**src/rtl/irq_controller.sv**
```systemverilog
// rtl/irq_controller.sv - prioritised interrupt controller with bus registers; optional IRQ_CTRL_EDGE_DETECT_EN
module irq_controller #(
    parameter int NUM_SRC = 8,
    parameter int ID_W    = 5
) (
    input  logic               clk,
    input  logic               reset,
    input  logic [NUM_SRC-1:0] src,
    output logic               IRQ,
    input  logic               IACK,
    input  logic               sel,
    input  logic [3:0]         addr,
    input  logic [31:0]        wdata,
    input  logic [3:0]         we,
    output logic [31:0]        rdata,
    output logic               busy
);

    typedef enum logic [1:0] {
        S_IDLE    = 2'd0,
        S_REQ     = 2'd1,
        S_SERVICE = 2'd2
    } state_t;

    state_t             r_state;
    state_t             w_state_next;
    logic [NUM_SRC-1:0] r_pending;
    logic [NUM_SRC-1:0] r_enable;
    logic               r_cause_valid;
    logic [ID_W-1:0]    r_cause_id;
    logic               r_irq;
    logic               r_busy;

    logic [NUM_SRC-1:0] w_pending_next;
    logic [NUM_SRC-1:0] w_active;
    logic [NUM_SRC-1:0] w_src_mask;
    logic [NUM_SRC-1:0] w_wr_bits;
    logic [NUM_SRC-1:0] w_win_onehot;
    logic [ID_W-1:0]    w_win_id;
    logic               w_any;
    logic               w_wr;
    logic               w_wr_pending;
    logic               w_wr_enable;
    logic               w_wr_eoi;
    logic               w_capture;
    logic               w_eoi_accept;
    logic               w_unused;

    assign w_wr         = sel && (we != 4'b0000);
    assign w_wr_pending = w_wr && (addr[3:2] == 2'd0);
    assign w_wr_enable  = w_wr && (addr[3:2] == 2'd1);
    assign w_wr_eoi     = w_wr && (addr[3:2] == 2'd3);
    assign w_active     = r_pending & r_enable;
    assign w_any        = |w_active;
    assign w_wr_bits    = wdata[NUM_SRC-1:0] & w_src_mask;
    assign w_unused     = ^{addr[1:0], wdata[31:NUM_SRC]};

    assign IRQ  = r_irq;
    assign busy = r_busy;

    // Expand byte enables to a per-source bit mask
    always_comb begin
        w_src_mask = '0;
        for (int i = 0; i < NUM_SRC; i++) begin
            w_src_mask[i] = we[i / 8];
        end
    end

    // Fixed priority: the lowest active index wins
    always_comb begin
        w_win_id     = '1;
        w_win_onehot = '0;
        for (int i = NUM_SRC - 1; i >= 0; i--) begin
            if (w_active[i]) begin
                w_win_id     = ID_W'(i);
                w_win_onehot = '0;
                w_win_onehot[i] = 1'b1;
            end
        end
    end

`ifdef IRQ_CTRL_EDGE_DETECT_EN
    logic [NUM_SRC-1:0] r_src_prev;
    logic [NUM_SRC-1:0] w_clr;

    // Rising edges set pending; clears from software or capture lose to a same-cycle set
    always_comb begin
        w_clr = '0;
        if (w_wr_pending)
            w_clr = w_clr | w_wr_bits;
        if (w_capture && w_any)
            w_clr = w_clr | w_win_onehot;
        w_pending_next = (r_pending & ~w_clr) | (src & ~r_src_prev);
    end

    // Source history for edge detection
    always_ff @(posedge clk or negedge reset) begin
        if (!reset)
            r_src_prev <= '0;
        else
            r_src_prev <= src;
    end
`else
    logic w_unused_level;
    assign w_unused_level = ^{w_wr_pending, w_win_onehot};

    // Level mode: pending simply mirrors the sampled source lines
    always_comb begin
        w_pending_next = src;
    end
`endif

    // Request/service sequencing
    always_comb begin
        w_state_next = r_state;
        w_capture    = 1'b0;
        w_eoi_accept = 1'b0;
        case (r_state)
            S_IDLE: begin
                if (w_any)
                    w_state_next = S_REQ;
            end
            S_REQ: begin
                if (IACK) begin
                    w_state_next = S_SERVICE;
                    w_capture    = 1'b1;
                end
            end
            S_SERVICE: begin
                if (w_wr_eoi) begin
                    w_state_next = S_IDLE;
                    w_eoi_accept = 1'b1;
                end
            end
            default: w_state_next = S_IDLE;
        endcase
    end

    // State register with IRQ and busy registered from the next state
    always_ff @(posedge clk or negedge reset) begin
        if (!reset) begin
            r_state <= S_IDLE;
            r_irq   <= 1'b0;
            r_busy  <= 1'b0;
        end else begin
            r_state <= w_state_next;
            r_irq   <= (w_state_next == S_REQ);
            r_busy  <= (w_state_next == S_SERVICE);
        end
    end

    // Pending, enable and cause registers
    always_ff @(posedge clk or negedge reset) begin
        if (!reset) begin
            r_pending     <= '0;
            r_enable      <= '0;
            r_cause_valid <= 1'b0;
            r_cause_id    <= '0;
        end else begin
            r_pending <= w_pending_next;
            if (w_wr_enable)
                r_enable <= (r_enable & ~w_src_mask) | w_wr_bits;
            if (w_capture) begin
                // Active vector gone by acknowledge time means a spurious interrupt
                r_cause_valid <= w_any;
                r_cause_id    <= w_any ? w_win_id : '1;
            end else if (w_eoi_accept) begin
                r_cause_valid <= 1'b0;
                r_cause_id    <= '0;
            end
        end
    end

    // Combinational register read-back
    always_comb begin
        rdata = '0;
        if (sel) begin
            case (addr[3:2])
                2'd0: rdata[NUM_SRC-1:0] = r_pending;
                2'd1: rdata[NUM_SRC-1:0] = r_enable;
                2'd2: begin
                    rdata[31]        = r_cause_valid;
                    rdata[ID_W-1:0]  = r_cause_id;
                end
                default: rdata = '0;
            endcase
        end
    end

endmodule

```
**config.mk**
```make
export PLATFORM = sky130hd
export DESIGN_NAME = irq_controller
export DESIGN_NICKNAME = d
export VERILOG_FILES = /design/src/rtl/irq_controller.sv
export SDC_FILE = /design/constraint.sdc
export NUM_CORES = 1
export LEC_CHECK = 0
export ABC_AREA = 0
export BUFFER_PORTS_ARGS = -buffer_cell sky130_fd_sc_hd__buf_2
export CAP_MARGIN = 20
export CORE_ASPECT_RATIO = 0.6
export CORE_MARGIN = 5
export CORE_UTILIZATION = 41
export CTS_BUF_LIST = sky130_fd_sc_hd__clkbuf_16
export CTS_CLUSTER_DIAMETER = 150
export CTS_CLUSTER_SIZE = 20
export DETAILED_ROUTE_END_ITERATION = 8
export PLACE_DENSITY = 0.78
export SLEW_MARGIN = 20
export SYNTH_ARGS = -nofsm -noshare
export SYNTH_HDL_FRONTEND = slang
export SYNTH_SLANG_ARGS = --single-unit
export TNS_END_PERCENT = 1
```
**constraint.sdc**
```tcl
create_clock -name clk -period 4.45 [get_ports clk]
set_clock_uncertainty 0.2 [all_clocks]
set_input_delay 0.445 -clock clk [delete_from_list [all_inputs] [get_ports clk]]
set_output_delay 0.445 -clock clk [all_outputs]
set_load 0.005 [all_outputs]
```
---- After elaboration in Yosys (flattened, before gate mapping) ----
Index checks and enable logic that the tools add are counted.
operators by class
  muxes and demuxes ....................... 25
  eq/ne operators ......................... 7
  bitwise logic cells ..................... 5
  reduce and logical (&&, ||, !) cells .... 8
operators by type and width
  operator                                       number
  two-way mux 5 bit                              11
  two-way mux 32 bit                             1
  bitwise AND 8 bit                              3
  case mux 5 bit (3 select lines)                1
  == test 2 bit, second input constant           4
  inverter 8 bit                                 1
  bitwise OR 8 bit                               1
  OR reduction 8 bit                             1
  two-way mux 1 bit                              7
  == test 2 x 1 -> 1 bit, second input constant  3
  two-way mux 2 bit                              3
  case mux 2 bit (3 select lines)                1
  case mux 3 bit (2 select lines)                1
  zero test 2 bit                                2
  nonzero test 4 bit                             1
  logical AND 1 bit                              3
  nonzero test 2 bit                             1
storage, ports and cells
  output and inout port bits .............. 34
  input port bits ......................... 52
  register bits after elaboration ......... 26
  word-level logic and storage cells ...... 52

---- Logic depth before layout (Yosys ltp) ----
  depth in word-level cells ............... 11
  mapped depth ............................ 5
  depth with buffers taken out ............ 4

---- Worst setup path after synthesis ----
OpenSTA, ideal clock, no wires.
  kind .................................... input to output
  start point ............................. input addr[2]
  end point ............................... output rdata[2]
  buffers on the path ..................... 1
  cell stages on the path ................. 4
  path slack .............................. 2,827 ps
  arrival time ............................ 978 ps
  data required time ...................... 3,805 ps
  path through ............................ buf_6 > mux2i_1 > o21ai_0 > and2_1
between the ends
  longest elaborated chain between the ends .. 3
  elaborated cells between the ends (all ways) .. 5
  classes of those cells .................. 2 x eq/ne; 2 x mux; 1 x reduce/logical
ends and longest elaborated chain
  element                                line  source
  from (decl)                            12    input logic [3:0] addr,
  == test 2 bit (tied with other cells)  178   case (addr[3:2])
  case mux 5 bit (3 select lines) (*)    178
  two-way mux 32 bit (*)                 177   if (sel) begin
  to (decl)                              15    output logic [31:0] rdata,
Every way passes the cells marked *; elsewhere a longest branch is shown, timed or not.

---- Final worst setup path ----
  start point ............................. input addr[2]
  end point ............................... output rdata[4]
The elaborated chain is that of the path after synthesis.

==> run_results.csv <==
group,metric,value,unit
pwr,cellLeakagePower,0.771,nW
timing,fmax,0.462,GHz
setup_path,reg2regPathDepth,4,
floorplan,dieArea,0.00447,sq mm
clock_tree,clkSinkCount,25,
synthesis,synth_edf_count,0,
setup_path,path_max_fanout,11,
drt,drc_errors,0,
job,cap_violations,0,
setup_path,worst-setup-path-type,"primary input to output pin",
timing,fin_setup_tns,0,ps
place,place.gp.congestion,0.765,
cells_and_area,seqCellArea,626,sq um
synthesis,yosys_warnings,0,
pwr,powerDensity,445,mW/mm^2
grt,grt_pass1_wl,4690,um
drt,wirelength,2910,um
cells_and_area,syn_to_final_growth,17.1,%
drt,via_count,944,
synthesis,synth-main-ff-cell,"dfrtp_1",
grt,grt_remaining_overflow,0,
clock_tree,clock_latency,260,ps
setup_path,crit_family,"simple AND/OR/NAND/NOR gates",
pwr,vdd_drop_max,197,uV
outcome,status,"complete, no violations",
clock_tree,clockRootBuffer,"clkbuf_16",
min_path,whs_endpoint,"r_pending[6]",
grt,grt_pass1_vias,1009,
timing,hold_viol,0,
min_path,hold_start,"src[6]",
floorplan,dieWidth,83.0,um
setup_path,cp.required,3810,ps
floorplan,num_rows,15,
synthesis,synth_seq_cells,25,
timing,min_period,2160,ps
clock_tree,ctsResizeCount,0,
floorplan,die_y,53.8,um
grt,antenna_found_initial,0,
grt,grt_max_degree,26,
place,port_buffers,36,
cells_and_area,fillers,293,
grt,grt_usage,13.7,%
timing,worst_slew_pin_slew,569,ps
floorplan,initial_utilization,44.3,%
timing,maxSlewHeadroom,62.0,%
clock_tree,ctsLongestPathBuffers,2,
timing,fin_crit_sh,48.6,%
drt,drt-vias-per-instance,4.77,
min_path,hp-class,"primary input to register",
drt,drtAntennaViolNets,0,
setup_path,cp-start-kind,"primary input",
cells_and_area,drive_above_1_share,33.3,%
setup_path,arrival,1520,ps
synthesis,synth_cell_type_count,29,
cells_and_area,final_common_cell,"buf_2",
floorplan,ios,86,
clock_tree,post-cts-setup-buffers,0,
setup_path,crit_buf_inv,2,
cells_and_area,insertedDiodeCount,0,
setup_path,crit_chain,"buf_2 > and2b_2 > nand2_1 > o21ai_0 > and2_1 > buf_2",
setup_path,cpMostUsedCell,"buf_2",
setup_path,timing.reg2reg.setup_slack,2780,ps
cells_and_area,fin_nets,209,
cells_and_area,multi_input_area,586,sq um
timing,setup_viol,0,
clock_tree,cts_buffers,3,
min_path,holdPathStages,1,
setup_path,r2r_end,"r_cause_valid",
synthesis,synthArstFlopShare,100,%
setup_path,critPathSlowestCell,"and2b_2",
drt,firstDrtPassIters,4,
clock_tree,tritoncts,"yes",
clock_tree,cts_max_level,1,
drt,wl_per_cell,14.7,um
synthesis,syn_inst,117,
synthesis,syn-cell-area,0.00131,sq mm
drt,drtIter0Drc,10,
pwr,power,0.684,mW
floorplan,core_area,0.00297,sq mm
synthesis,syn-mean-instance-area,11.2,sq um
timing,drv_slew,0,
place,dpl.hpwl,2290,um
setup_path,max_stage_delay,310,ps
setup_path,endpoint_kind,"output pin",
cells_and_area,layout_common_cells,"36 x buf_2, 25 x dfrtp_1, 23 x conb_1, 9 x nand2_1",
clock_tree,clk_pin_slew,60,ps
synthesis,yosysSeqAreaShare,47.7,%
timing,grt_setup_unrepaired,"false",
-- layout make-up --
class                           instances  share of cell area, %
Sequential cell                        25                   40.7
Multi-Input combinational cell         90                   38.1
Timing Repair Buffer                   37                   12.4
Clock buffer                            3                   4.89
Tap cell                               42                   3.42
Clock inverter                          1                  0.489
-- power breakdown --
| part | leakage (nW) | switching [mW] | total, mW | internal [mW] |
|---|---|---|---|---|
| Combinational | 0.433 | 0.0766 | 0.158 | 0.0814 |
| Clock | 0.0371 | 0.0769 | 0.199 | 0.122 |
| Sequential | 0.301 | 0.0434 | 0.328 | 0.284 |
-- Yosys cell counts (2+ instances only) --
| cell | n | area share (%) |
|---|---|---|
| a211oi_1 | 2 | 1.1 |
| a22oi_1 | 2 | 1.1 |
| a32o_1 | 4 | 3.1 |
| and2_1 | 5 | 2.4 |
| buf_4 | 23 | 13 |
| dfrtp_1 | 25 | 48 |
| mux2_2 | 8 | 6.9 |
| mux2i_1 | 8 | 6.1 |
| nand2_1 | 9 | 2.6 |
| nor2_1 | 5 | 1.4 |
| o21ai_0 | 8 | 3.1 |
-- how the worst max path moves through the flow --
| stage | from | end | slack [ps] | depth (start not counted) |
|---|---|---|---|---|
| floorplan | addr[2] | rdata[2] | 2830 | 4 |
| finish | addr[2] | rdata[4] | 2290 | 6 |
| CTS | addr[2] | rdata[4] | 2300 | 6 |
| detailed placement | addr[2] | rdata[4] | 2310 | 6 |
| global placement | addr[2] | rdata[3] | 2340 | 6 |
| global route | addr[2] | rdata[4] | 2230 | 6 |
-- logic make-up (layout without fill, tap and decap cells) --
kind of cell | after synthesis | in the layout | share of synthesized area, %
muxes | 16 | 16 | 13.0
AOI/OAI and AO/OA | 21 | 21 | 11.6
buffers and inverters | 24 | 41 | 14.0
DFF | 25 | 25 | 47.7
and+or+nand+nor | 30 | 30 | 13.4
other | 1 | 23 | 0.286
-- per-stage QoR --
step	hold WS [ps]	utilization (%)	cell area [sq um]	setup WS (ps)	cells
final	92.8	51.8	1540	2290	198
after global placement	250	48.7	1440	2340	193
after floorplan	-50.6	-	1400	2830	139
after detailed placement	263	48.7	1440	2310	193
after global routing	85.4	51.8	1540	2230	198
after CTS	90.7	51.8	1540	2300	198
-- routing by layer --
metal / up-vias / track usage, % / part of all wire (%) / routed length, um
li1: 452 / - / - / -
met1: 449 / 16.8 / 44 / 1290
met2: 41 / 23.3 / 46 / 1350
met3: 2 / 5.81 / 8.7 / 253
met4: 0 / 2.45 / 0.31 / 9
met5: - / 0 / 0 / 0
-- repair_timing --
item,CTS,global route
endpoints found under the setup margin,0,0
endpoints found under the hold margin,25,0
hold buffers,1,0
(Power assumes the default switching activity.)
